**src/rtl/sram_like_slave_pkg.sv**
```systemverilog
// rtl/sram_like_slave_pkg.sv - shared constants and types for the sram-like responder.
package sram_like_pkg;

   localparam logic [1:0] SIZE_BYTE = 2'd0;
   localparam logic [1:0] SIZE_HALF = 2'd1;
   localparam logic [1:0] SIZE_WORD = 2'd2;

   localparam logic [0:0] IDLE = 1'b0;
   localparam logic [0:0] WAIT = 1'b1;

   // Response entry: {is_write, read_data}
   localparam int RESP_W = 33;

   function automatic logic size_is_legal(input logic [1:0] size);
      return (size == SIZE_BYTE) || (size == SIZE_HALF) || (size == SIZE_WORD);
   endfunction

endpackage

```
**src/rtl/sram_like_slave_if.sv**
```systemverilog
// rtl/sram_like_slave_if.sv - sram-like data bus between the EXE-stage initiator and the responder.
interface sram_like_slave_if;

   logic        data_sram_req;
   logic        data_sram_wr;
   logic [1:0]  data_sram_size;
   logic [31:0] data_sram_addr;
   logic [3:0]  data_sram_wstrb;
   logic [31:0] data_sram_wdata;
   logic        data_sram_addr_ok;
   logic        data_sram_data_ok;
   logic [31:0] data_sram_rdata;

   modport master (
      output data_sram_req, data_sram_wr, data_sram_size, data_sram_addr,
             data_sram_wstrb, data_sram_wdata,
      input  data_sram_addr_ok, data_sram_data_ok, data_sram_rdata
   );

   modport slave (
      input  data_sram_req, data_sram_wr, data_sram_size, data_sram_addr,
             data_sram_wstrb, data_sram_wdata,
      output data_sram_addr_ok, data_sram_data_ok, data_sram_rdata
   );

endinterface

```
**src/rtl/sram_like_slave_resp_fifo.sv**
```systemverilog
// rtl/sram_like_slave_resp_fifo.sv - DEPTH x W in-order response FIFO with occupancy count.
module resp_fifo
   import sram_like_pkg::*;
#(
   parameter int DEPTH = 4,
   parameter int W     = RESP_W
) (
   input  logic                     clk,
   input  logic                     resetn,
   input  logic                     push,
   input  logic [W-1:0]             push_data,
   input  logic                     pop,
   output logic [W-1:0]             head_data,
   output logic                     empty,
   output logic [$clog2(DEPTH):0]   count
);

   localparam int AW = $clog2(DEPTH);
   localparam logic [AW:0] FULL_CNT = (AW+1)'(DEPTH);

   logic [W-1:0]  mem [DEPTH];
   logic [AW-1:0] wr_ptr;
   logic [AW-1:0] rd_ptr;
   logic          full;
   logic          do_push;
   logic          do_pop;

   assign empty     = (count == '0);
   assign full      = (count == FULL_CNT);
   assign do_pop    = pop && !empty;
   // A push into a full FIFO is only legal when the head leaves in the same cycle.
   assign do_push   = push && (!full || do_pop);
   assign head_data = mem[rd_ptr];

   always_ff @(posedge clk) begin
      if (do_push) begin
         mem[wr_ptr] <= push_data;
      end
   end

   always_ff @(posedge clk or negedge resetn) begin
      if (!resetn) begin
         wr_ptr <= '0;
         rd_ptr <= '0;
         count  <= '0;
      end else begin
         if (do_push) begin
            wr_ptr <= wr_ptr + 1'b1;
         end
         if (do_pop) begin
            rd_ptr <= rd_ptr + 1'b1;
         end
         case ({do_push, do_pop})
            2'b10:   count <= count + 1'b1;
            2'b01:   count <= count - 1'b1;
            default: count <= count;
         endcase
      end
   end

endmodule

```
**src/rtl/sram_like_slave.sv**
```systemverilog
// rtl/sram_like_slave.sv - sram-like responder in front of a 1-cycle-latency synchronous RAM.
// Optional SRAM_LIKE_RAND_DELAY_EN: LFSR-masked response delay instead of a fixed one.
module sram_like_slave
   import sram_like_pkg::*;
#(
   parameter int ADDR_W = 16,
   parameter int DEPTH  = 4,
   parameter int DELAY  = 2
) (
   input  logic                clk,
   input  logic                resetn,
   sram_like_slave_if.slave    bus,
   output logic                ram_en,
   output logic [3:0]          ram_wen,
   output logic [ADDR_W-1:0]   ram_addr,
   output logic [31:0]         ram_wdata,
   input  logic [31:0]         ram_rdata
);

   localparam int CW = $clog2(DEPTH) + 1;
   localparam logic [CW-1:0] DEPTH_C = CW'(DEPTH);
   localparam logic [CW-1:0] ONE_C   = CW'(1);
   localparam logic [3:0]    DELAY_C = 4'(DELAY);

   logic [CW-1:0]     outstanding;
   logic              addr_ok;
   logic              accept;
   logic              capture_vld;
   logic              capture_wr;
   logic [RESP_W-1:0] push_data;
   logic [RESP_W-1:0] head_data;
   logic              fifo_empty;
   logic [CW-1:0]     fifo_count;
   logic [0:0]        state;
   logic [3:0]        cnt;
   logic [3:0]        delay_val;
   logic              data_ok;

   // Outstanding count is registered, so a slot freed by data_ok reopens next cycle.
   assign addr_ok = resetn && (outstanding < DEPTH_C);
   assign accept  = bus.data_sram_req && addr_ok;

   assign bus.data_sram_addr_ok = addr_ok;

   assign ram_en    = accept;
   assign ram_wen   = (accept && bus.data_sram_wr) ? bus.data_sram_wstrb : 4'd0;
   assign ram_addr  = bus.data_sram_addr[ADDR_W+1:2];
   assign ram_wdata = bus.data_sram_wdata;

   always_ff @(posedge clk or negedge resetn) begin
      if (!resetn) begin
         capture_vld <= 1'b0;
         capture_wr  <= 1'b0;
      end else begin
         capture_vld <= accept;
         capture_wr  <= accept && bus.data_sram_wr;
      end
   end

   assign push_data = {capture_wr, capture_wr ? 32'd0 : ram_rdata};

   resp_fifo #(
      .DEPTH (DEPTH),
      .W     (RESP_W)
   ) u_resp_fifo (
      .clk       (clk),
      .resetn    (resetn),
      .push      (capture_vld),
      .push_data (push_data),
      .pop       (data_ok),
      .head_data (head_data),
      .empty     (fifo_empty),
      .count     (fifo_count)
   );

`ifdef SRAM_LIKE_RAND_DELAY_EN
   logic [7:0] lfsr;
   logic       unused_lfsr;

   always_ff @(posedge clk or negedge resetn) begin
      if (!resetn) begin
         lfsr <= 8'h5A;
      end else begin
         lfsr <= {lfsr[6:0], lfsr[7] ^ lfsr[5] ^ lfsr[4] ^ lfsr[3]};
      end
   end

   assign delay_val   = lfsr[3:0] & DELAY_C;
   assign unused_lfsr = ^lfsr[7:4];
`else
   assign delay_val = DELAY_C;
`endif

   assign data_ok = (state == WAIT) && (cnt == 4'd0) && !fifo_empty;

   always_ff @(posedge clk or negedge resetn) begin
      if (!resetn) begin
         state <= IDLE;
         cnt   <= 4'd0;
      end else begin
         case (state)
            IDLE: begin
               if (!fifo_empty) begin
                  cnt   <= delay_val;
                  state <= WAIT;
               end
            end
            WAIT: begin
               if (cnt != 4'd0) begin
                  cnt <= cnt - 4'd1;
               end else if (fifo_empty || fifo_count <= ONE_C) begin
                  // A push landing alongside the last pop is picked up from IDLE.
                  state <= IDLE;
               end else begin
                  cnt <= delay_val;
               end
            end
            default: state <= IDLE;
         endcase
      end
   end

   always_ff @(posedge clk or negedge resetn) begin
      if (!resetn) begin
         outstanding <= '0;
      end else begin
         case ({accept, data_ok})
            2'b10:   outstanding <= outstanding + 1'b1;
            2'b01:   outstanding <= outstanding - 1'b1;
            default: outstanding <= outstanding;
         endcase
      end
   end

   assign bus.data_sram_data_ok = data_ok;
   assign bus.data_sram_rdata   = data_ok ? head_data[31:0] : 32'd0;

   // Size and the byte/upper address bits never influence the access; wstrb selects bytes.
   logic unused_req_bits;
   assign unused_req_bits = size_is_legal(bus.data_sram_size) ^ (^bus.data_sram_addr[1:0])
                          ^ (^bus.data_sram_addr[31:ADDR_W+2]) ^ head_data[32];

endmodule

```
**src/flat_wrapper.sv**
```systemverilog
// flat-port wrapper written by rule: the top's interface ports become plain ports
module sram_like_slave_flat import sram_like_pkg::*;
#(
   parameter int ADDR_W = 16,
   parameter int DEPTH  = 4,
   parameter int DELAY  = 2
)
  (clk, resetn, ram_en, ram_wen, ram_addr, ram_wdata, ram_rdata, bus_data_sram_req, bus_data_sram_wr, bus_data_sram_size, bus_data_sram_addr, bus_data_sram_wstrb, bus_data_sram_wdata, bus_data_sram_addr_ok, bus_data_sram_data_ok, bus_data_sram_rdata);
  sram_like_slave_if bus_i ();
  input  logic clk;
  input  logic resetn;
  output logic ram_en;
  output logic [3:0] ram_wen;
  output logic [ADDR_W-1:0] ram_addr;
  output logic [31:0] ram_wdata;
  input  logic [31:0] ram_rdata;
  input wire logic [$bits(bus_i.data_sram_req)-1:0] bus_data_sram_req;
  input wire logic [$bits(bus_i.data_sram_wr)-1:0] bus_data_sram_wr;
  input wire logic [$bits(bus_i.data_sram_size)-1:0] bus_data_sram_size;
  input wire logic [$bits(bus_i.data_sram_addr)-1:0] bus_data_sram_addr;
  input wire logic [$bits(bus_i.data_sram_wstrb)-1:0] bus_data_sram_wstrb;
  input wire logic [$bits(bus_i.data_sram_wdata)-1:0] bus_data_sram_wdata;
  output wire logic [$bits(bus_i.data_sram_addr_ok)-1:0] bus_data_sram_addr_ok;
  output wire logic [$bits(bus_i.data_sram_data_ok)-1:0] bus_data_sram_data_ok;
  output wire logic [$bits(bus_i.data_sram_rdata)-1:0] bus_data_sram_rdata;
  assign bus_i.data_sram_req = bus_data_sram_req;
  assign bus_i.data_sram_wr = bus_data_sram_wr;
  assign bus_i.data_sram_size = bus_data_sram_size;
  assign bus_i.data_sram_addr = bus_data_sram_addr;
  assign bus_i.data_sram_wstrb = bus_data_sram_wstrb;
  assign bus_i.data_sram_wdata = bus_data_sram_wdata;
  assign bus_data_sram_addr_ok = bus_i.data_sram_addr_ok;
  assign bus_data_sram_data_ok = bus_i.data_sram_data_ok;
  assign bus_data_sram_rdata = bus_i.data_sram_rdata;
  sram_like_slave #(.ADDR_W(ADDR_W), .DEPTH(DEPTH), .DELAY(DELAY)) u_core (.clk(clk), .resetn(resetn), .bus(bus_i), .ram_en(ram_en), .ram_wen(ram_wen), .ram_addr(ram_addr), .ram_wdata(ram_wdata), .ram_rdata(ram_rdata));
endmodule
```
**config.mk**
```make
export PLATFORM = sky130hd
export DESIGN_NAME = sram_like_slave_flat
export DESIGN_NICKNAME = d
export VERILOG_FILES = /design/src/rtl/sram_like_slave_pkg.sv /design/src/rtl/sram_like_slave_if.sv /design/src/rtl/sram_like_slave_resp_fifo.sv /design/src/rtl/sram_like_slave.sv /design/src/flat_wrapper.sv
export SDC_FILE = /design/constraint.sdc
export NUM_CORES = 1
export LEC_CHECK = 0
export ABC_AREA = 1
export CAP_MARGIN = 40
export CORE_ASPECT_RATIO = 1.75
export CORE_MARGIN = 8
export CORE_UTILIZATION = 40
export DETAILED_ROUTE_END_ITERATION = 8
export GPL_TIMING_DRIVEN = 0
export PLACE_DENSITY = 0.69
export SETUP_SLACK_MARGIN = 0.3
export SYNTH_ARGS = -nofsm -noshare
export SYNTH_HDL_FRONTEND = slang
export SYNTH_SLANG_ARGS = --single-unit
```
**constraint.sdc**
```tcl
create_clock -name clk -period 4.2 [get_ports clk]
set_input_delay 0.63 -clock clk [delete_from_list [all_inputs] [get_ports clk]]
set_output_delay 0.63 -clock clk [all_outputs]
set_load 0.01 [all_outputs]
```
**After elaboration in Yosys (flattened, before gate mapping)**

Memory sizes are Yosys's and may differ from the RTL's.
Cells that the tools add are included.

- Bits in writable memories: 132
- Output and inout port bits: 87
- Memories: 1
- Bits in registers: 17
- Bits of input ports: 106
- Bits in latches: 0
- Memory bits (read-only): 0

- Divide/modulo/power cells: 0
- Equality and inequality tests: 7
- Reduce and logical (&&, ||, !) cells: 17
- Add/subtract/negate cells: 7
- Shift-type cells: 0
- Bitwise gates (word level): 1
- Order comparisons: 2
- $mul: 0
- Multiplexer cells: 15

Memories:

| name | depth | width | rd ports | clocked after memory_dff | write ports | line | source |
|---|---|---|---|---|---|---|---|
| u_core.u_resp_fifo.mem | 4 | 33 | 1 | 0 | 1 | sram_like_slave_resp_fifo.sv:21 | `logic [W-1:0] mem [DEPTH];` |

Operators by type and width:

| kind | number |
|---|---|
| two-way mux 32 bit | 2 |
| two-way mux 4 bit | 4 |
| one-hot mux 3 bit (2 select lines) | 2 |
| one-hot mux 4 bit (2 select lines) | 1 |
| logical AND 1 bit | 7 |
| adder 3 x 1 -> 3 bit (second input constant) | 2 |
| subtractor 3 x 1 -> 3 bit (second input constant) | 2 |
| two-way mux 1 bit | 5 |
| adder 2 x 1 -> 2 bit (second input constant) | 2 |
| equality test 2 x 1 -> 1 bit (second input constant) | 2 |
| equality test 2 bit (second input constant) | 2 |
| zero test 4 bit | 1 |
| nonzero test 2 bit | 2 |
| nonzero test 4 bit | 1 |
| subtractor 4 x 1 -> 4 bit (second input constant) | 1 |
| equality test 3 bit (second input constant) | 1 |
| less-or-equal comparator 3 x 1 -> 1 bit (second input constant) | 1 |
| zero test 3 bit | 1 |
| < comparator 3 bit (second input constant) | 1 |
| inequality test 3 bit (second input constant) | 1 |
| zero test 1 bit | 2 |
| logical OR 1 bit | 2 |
| inequality test 2 bit (second input constant) | 1 |
| one-hot mux 1 bit (2 select lines) | 1 |
| 2 further kinds | 2 |

**Logic depth before layout (Yosys ltp)**

Gate-level depths: netlist of run 1.

- Depth in word-level cells: 8
- Mapped depth: 13
- Mapped depth without buffers: 12

**By module**

Synthesis of run 1 repeated with hierarchy kept, for this count alone.

- Cell total of the unflattened synthesis: 630
- Area, all modules: 6820.3 µm²

Modules (own cells, without submodules):

| module | area an instance (µm²) | cells each | times used |
|---|---|---|---|
| resp_fifo | 5320.1 | 376 | 1 |
| sram_like_slave | 1500.2 | 254 | 1 |

**Least setup slack after synthesis of run 1**

No wires, ideal clock.

- Path kind: register -> register
- Start point: register u_core.cnt[0]
- End point: memory u_core.u_resp_fifo.mem[0][0] (netlist name), enable pin
- Buffers on the path: 0
- Slack: 1410 ps
- Arrival: 2369 ps
- Data required time: 3779 ps
- Clock period less this slack: 2790 ps
- Stages on the path, launching flop included: 7
- Cells stage by stage: dfrtp_1 > inv_1 > ha_1 > nand3_2 > nand3_1 > nand2_2 > nor2_1

- Cells in the longest elaborated chain, start to end: 8

RTL lines:

| item | line | source |
|---|---|---|
| start: declaration | sram_like_slave.sv:35 | `logic [3:0] cnt;` |
| start signal: assignment | sram_like_slave.sv:104 | `cnt <= delay_val;` |
| start signal: assignment | sram_like_slave.sv:110 | `cnt <= cnt - 4'd1;` |
| start signal: assignment | sram_like_slave.sv:115 | `cnt <= delay_val;` |
| zero test 4 bit | sram_like_slave.sv:94 | `assign data_ok = (state == WAIT) && (cnt == 4'd0) && !fifo_empty;` |
| logical AND 1 bit (2 in series) | sram_like_slave.sv:94 |  |
| logical AND 1 bit | sram_like_slave_resp_fifo.sv:30 | `assign do_pop = pop && !empty;` |
| logical OR 1 bit | sram_like_slave_resp_fifo.sv:32 | `assign do_push = push && (!full \|\| do_pop);` |
| logical AND 1 bit | sram_like_slave_resp_fifo.sv:32 |  |
| two-way mux 1 bit | sram_like_slave_resp_fifo.sv:36 | `if (do_push) begin` |
| two-way mux 1 bit (implied by the code) | sram_like_slave_resp_fifo.sv:37 | `mem[wr_ptr] <= push_data;` |
| end: declaration | sram_like_slave_resp_fifo.sv:21 |  |

Every way passes these cells.

**Worst setup path after layout of run 1**

- Start point: input resetn
- End point: output ram_wen[0]

- Cells in the longest elaborated chain, start to end: 4

RTL lines:

| item | line | source |
|---|---|---|
| start: declaration | flat_wrapper.sv:11 | `input logic resetn;` |
| logical AND 1 bit | sram_like_slave.sv:40 | `assign addr_ok = resetn && (outstanding < DEPTH_C);` |
| logical AND 1 bit | sram_like_slave.sv:41 | `assign accept = bus.data_sram_req && addr_ok;` |
| logical AND 1 bit | sram_like_slave.sv:46 | `assign ram_wen = (accept && bus.data_sram_wr) ? bus.data_sram_wstrb : 4'd0;` |
| two-way mux 4 bit | sram_like_slave.sv:46 |  |
| end: declaration | flat_wrapper.sv:13 | `output logic [3:0] ram_wen;` |

Every way passes these cells.

==> out/summary.txt, run 1 <==
Crit start category - input pin
Min Clock Period, post-route - 3190 ps
WP data required - 3570 ps
Cells after synthesis - 651
Critical Path End Type - primary output
Vias - 4896
Tightest Pin Transition - 702 ps
Worst slack at placement - 921 ps
Reg power frac - 34.4%
Final setup margin - 1010 ps
Die ar. - 21600 um2
Detail Route Antenna Nets - 0
First-pass DRT Iterations - 4
IO Count - 193
Syn Nets - 768
Congestion Overflow GR - 0
Clock tree buffer depth - 2
Setup Buffers After CTS - 0
Yosys reg bits - 145
Post-synth top cells - nor2_1 (142), edfxtp_1 (128), inv_1 (88)
Post-cts sizing count - 0
EDFF count, synth - 128
H-tree depth - 4
Worst skew pair latency - 420 ps
Vias in the first global route - 5036
Synthesis warning total - 0
Gpl congestion - 0.758
Most frequent cell after synthesis - nor2_1
Setup violations, final - 0
Net load switching power - 1.83 mW
Finished Layout Cells - 1041
Fin crit share - 75.9%
Hold Path Class - reg -> reg
Fin util - 54.3%
Fin. Hold Viols - 0
Final Hold Slack - 474 ps
Antenna violations before repair - 0
# nets final - 918
Share of cells above drive strength 1 - 15.1%
Diode count - 0
Fill cells - 1451
Comb power frac - 36.0%
Total Neg Setup Slack - 0 ps
Synth cell types - 27
Ys async rst share - 11.7%
Critical Path AT - 2560 ps
Die H - 188 um
Fmax - 0.314 GHz
Status - finished, final reports clean
Fin area - 9110 um2
# rows - 63
RSZ-0062 raised after global routing - false
CP max FO - 10
DP Wirelength - 11800 um
Largest area contributor in the synthesized netlist - edfxtp_1
Placed inst area - 8480 um2
Area grow syn2layout - 34.2%
Power Total - 5.38 mW
Sw Ratio - 34.0%
Port Buf Inserts - 126
Sinks on the clock net - 145
Initial Utilization - 40.4%
DR DRC count - 0
Pwr Density - 591 nW/um2
CTS clk-pin slew, worst paths - 60 ps
Leakage - 3.81 nW
Gr usage total - 15.2%
Root Buffer Master - clkbuf_16
Drt initial violations - 228
Most used DFF post-synth - edfxtp_1
Largest net degree at the start of global routing - 26
Syn avg cell area - 10.4 um2
Num CTS Buffers - 17
Core footprint - 16800 um2
Clk_skew - 13.1 ps
First-pass GRT wire length - 25100 um
Wire per inst - 15.8 um
Final WL - 16500 um
Clock share of power - 29.6%
Die W - 114 um
Sequential area share after synthesis - 62.9%
Largest cells by area after synthesis - edfxtp_1 (57%), nor2_1 (7.8%), dfrtp_1 (6.3%)
Post-synth top area share - 56.6%
P_int - 3.55 mW
CTS tree - done
Final Max Tran Viols - 0
DR vias/cell - 4.70
Max-Cap Viols - 0
Placed Instances - 1009
Slew headroom - 53.1%
CP Class - in -> out
Cell Area, Synth - 6790 um2
Max rail drop VDD - 0.353 mV
Cts hold-fix bufs - 0
==> path summary, 6_finish.rpt <==
kind / start / end / slack [ps] / depth (start not counted)
min: u_core.outstanding[2] / u_core.outstanding[2] / 470 / 1
max: resetn / ram_wen[0] / 1010 / 8
min reg2reg: u_core.outstanding[2] / u_core.outstanding[2] / 470 / 1
max in group asynchronous: resetn / u_core.u_resp_fifo.rd_ptr[0] / 3230 / 2
min in group asynchronous: resetn / u_core.cnt[1] / 530 / 1
max reg2reg: u_core.cnt[0] / u_core.u_resp_fifo.mem[3][23] / 1870 / 7
==> critical path, cell delays in order <==
cell,delay (ps)
clkdlybuf4s50_1,730
inv_1,80
nor2_1,150
nand2_1,90
inv_1,90
nand2_1,120
nor2_1,110
clkdlybuf4s50_1,550
==> kinds of logic after synthesis <==
logic type | synth area share [%]
compound gates | 7.83
xor+xnor | 1.16
fa+ha+maj | 2.14
buf+inv | 13.2
flops | 62.9
simple gates | 12.8
==> flip-flops by register name (all words and copies together), names as in the netlist <==
register	count
u_core.u_resp_fifo.count	3
u_core.cnt	4
u_core.capture_vld	1
u_core.u_resp_fifo.wr_ptr	2
u_core.outstanding	3
u_core.state	1
u_core.u_resp_fifo.mem	128
u_core.u_resp_fifo.rd_ptr	2
u_core.capture_wr	1
==> power by group through the flow <==
stage	sequential (mW)	clock (mW)	combinational, mW
3_3_place_gp	1.88	0	1.87
4_1_cts	1.85	1.61	1.97
3_5_place_dp	1.88	0	1.95
5_1_grt	1.87	1.66	2.16
6_report	1.85	1.59	1.94
2_1_floorplan	1.87	0	1.27
==> area by class of cell <==
| class | count | area [um2] | share of cell area [%] |
|---|---|---|---|
| Sequential cell | 145 | 4270 | 46.9 |
| Multi-Input combinational cell | 337 | 1660 | 18.2 |
| Timing Repair Buffer | 131 | 1380 | 15.1 |
| Buffer | 77 | 549 | 6.03 |
| Clock buffer | 18 | 429 | 4.71 |
| Inverter | 92 | 345 | 3.79 |
| Tap cell | 227 | 284 | 3.12 |
| Clock inverter | 14 | 203 | 2.22 |
==> cell usage in the layout (no fill, tap or decap), drive strengths merged <==
cell,Yosys,layout
nor2,145,145
edfxtp,128,128
clkdlybuf4s50,0,126
o21ai,101,101
inv,92,96
buf,71,76
nand2,55,55
clkbuf,6,24
dfrtp,17,17
nand3,12,12
ha,10,10
xor2,6,6
clkinv,0,6
bufinv,0,4
xnor2,3,3
nand4,2,2
a31oi,1,1
a21oi,1,1
fa,1,1
==> metal layers <==
layer / up-vias / share of wire [%] / GRT usage [%]
met5: - / 0 / 0
met4: 0 / 1.8 / 6.96
met3: 21 / 9.6 / 4.71
met2: 223 / 55 / 29.4
met1: 2288 / 34 / 13.6
li1: 2364 / - / -
Power figures use the tool's default switching activity.
==> run 2, diff against run 1 <==
Clock period 4.2 ns to 2.95 ns, I/O delays scaled along.
==> run 2 against run 1 <==
  * Flip-flop and latch count is the same
  * Power is 45% higher
  * Non-clock buffer count up 13
  * Via count is 1.7% higher
  * Combinational power grew 48%
  * Wire length rose by 1.7%
  * Sequential power increased by 43%
  * Critical endpoint is now bus_data_sram_rdata[29]
==> out/summary.txt, run 2 (same netlist as run 1, synthesis figures left out) <==
Number of flip-flops in the largest register - 128 (unchanged)
Initial Utilization - 40.4% (unchanged)
H-tree depth - 4 (unchanged)
Core footprint - 16800 um2 (unchanged)
DR vias/cell - 4.72 (+0.40%)
DR DRC count - 0 (unchanged)
CP max FO - 10 (unchanged)
Detail Route Antenna Nets - 0 (unchanged)
Hold Path Cell Cnt - 5 (+4)
CTS tree - done
Worst Hold Launch - resetn
IO Count - 193 (unchanged)
FF-to-FF Start - u_core.u_resp_fifo.count[0]
Vias in the first global route - 5117 (+1.6%)
Critical Path Max Stage Delay - 400 ps (-330 ps)
Hold Path Class - in -> reg
Clock tree buffer depth - 2 (unchanged)
Congestion Overflow GR - 0 (unchanged)
Largest net degree at the start of global routing - 26 (unchanged)
Pwr Density - 842 nW/um2 (+43%)
Vias - 4977 (+1.7%)
Min Clock Period, post-route - 2630 ps
Worst r2r dst - u_core.outstanding[2]
Crit start category - flop
Root Buffer Master - clkbuf_16
Slew headroom - 52.7% (-0.43 points)
Reg2Reg Depth - 15 (+8)
Worst Hold End - u_core.capture_vld
Clk_skew - 8.43 ps (-4.65 ps)
Power Total - 7.78 mW (+45%)
Critical Path End Type - primary output
CTS clk-pin slew, worst paths - 60 ps (about the same)
Die ar. - 21600 um2 (unchanged)
Setup violations, final - 0 (unchanged)
First-pass GRT wire length - 25400 um (+1.3%)
Max rail drop VDD - 0.507 mV (+44%)
Fin. Hold Viols - 0 (unchanged)
Critical Path AT - 2180 ps (-380 ps)
Sinks on the clock net - 145 (unchanged)
Diode count - 0 (unchanged)
FF-to-FF setup slack - 560 ps (-1310 ps)
Commonest non-fill, non-tap cell in the layout - nor2_1
DP Wirelength - 11800 um (unchanged)
Fmax - 0.381 GHz
Drt initial violations - 245 (+7.5%)
Biggest register - u_core.u_resp_fifo.mem
Num CTS Buffers - 17 (unchanged)
Share of cells above drive strength 1 - 17.4% (+2.3 points)
Port Buf Inserts - 126 (unchanged)
Worst slack at placement - 46.0 ps (-875 ps)
Fin util - 55.0% (+0.77 points)
Die W - 114 um (unchanged)
Final Max Tran Viols - 0 (unchanged)
Leakage - 4.12 nW (+8.2%)
Max-Cap Viols - 0 (unchanged)
WP data required - 2510 ps (-1060 ps)
Gpl congestion - 0.758 (unchanged)
First-pass DRT Iterations - 5 (+1)
Gr usage total - 15.4% (+0.22 points)
RSZ-0062 raised after global routing - true
Final setup margin - 325 ps (-688 ps)
CP Class - reg -> out
Placed Instances - 1009 (unchanged)
Commonest cells after routing, fill and taps aside - nor2_1 (138), edfxtp_1 (128), clkdlybuf4s50_1 (92)
# nets final - 931 (+1.4%)
CP max-delay cell - dfrtp_1
# rows - 63 (unchanged)
Tightest Pin Transition - 708 ps (+6.36 ps)
Worst path cell trace - inv_1 > ha_2 > nand2_4 > inv_2 > nor2_8 > buf_4 > buf_12 > buf_4 > nand2_1 > inv_1 > dlygate4sd2_1
Total Neg Setup Slack - 0 ps (unchanged)
Die H - 188 um (unchanged)
Worst skew pair latency - 420 ps (about the same)
Area grow syn2layout - 36.1%
Fill cells - 1456 (+0.34%)
Antenna violations before repair - 0 (unchanged)
Status - finished, final reports clean
Final WL - 16800 um (+1.7%)
Largest regs - u_core.u_resp_fifo.mem x128, u_core.cnt x4
Fin crit share - 89.0%
Finished Layout Cells - 1054 (+1.2%)
Wire per inst - 15.9 um (+0.46%)
[run 2: how the worst max path moves through the flow]
stage                                      startpoint                             to  slack (ps)  cells past startpoint
after global placement                  u_core.cnt[0]  u_core.u_resp_fifo.mem[3][26]       -1010                      6
after global routing      u_core.u_resp_fifo.count[0]        bus_data_sram_rdata[29]         210                     11
after CTS                 u_core.u_resp_fifo.count[0]        bus_data_sram_rdata[31]         230                      9
final                     u_core.u_resp_fifo.count[0]        bus_data_sram_rdata[29]         320                     11
after detailed placement                       resetn                     ram_wen[1]          50                      8
after floorplan                         u_core.cnt[0]   u_core.u_resp_fifo.mem[0][0]         160                      6
[run 2: through the flow]
| stage | instance area (um2) | hold WS (ps) |
|---|---|---|
| after floorplan | 6790 | 147 |
| after global placement | 8340 | 462 |
| after detailed placement | 8480 | 471 |
| after CTS | 9200 | 76.0 |
| after global routing | 9240 | 483 |
| final | 9240 | 409 |
[run 2: timing repair]
item / CTS / global route
buffers inserted: 9 / 2
pin swaps: 1 / 1
setup endpoints to repair: 38 / 16
hold buffers: 0 / 2
hold endpoints to repair: 0 / 8
resized for setup: 44 / 20
[run 2: where the power goes]
group / switching (mW) / leakage, nW / internal (mW)
combinational: 1.71 / 2.44 / 1.16
clock: 0.838 / 0.311 / 1.43
sequential: 0.106 / 1.37 / 2.53
[run 2: final cells by class]
type	count	area (um2)	area share, %
Clock inverter	14	203	2.19
Clock buffer	18	429	4.64
Multi-Input combinational cell	337	1680	18.2
Tap cell	227	284	3.07
Sequential cell	145	4270	46.2
Inverter	92	345	3.74
Buffer	77	583	6.31
Timing Repair Buffer	144	1450	15.7
[run 2: routing by layer]
metal / routed length (um) / vias to the layer above / global-route usage (%)
li1: - / 2396 / -
met1: 5550 / 2297 / 13.5
met2: 9150 / 258 / 29.8
met3: 1720 / 26 / 5.06
met4: 357 / 0 / 7.21
met5: 0 / - / 0
[run 2: worst max-delay path: cells and delay by family (launching register included)]
kind | cells | cell delay, ps
flip-flops | 1 | 400
AND/OR/NAND/NOR | 3 | 200
adder cells (fa/ha/maj) | 1 | 240
buffers and inverters | 7 | 920
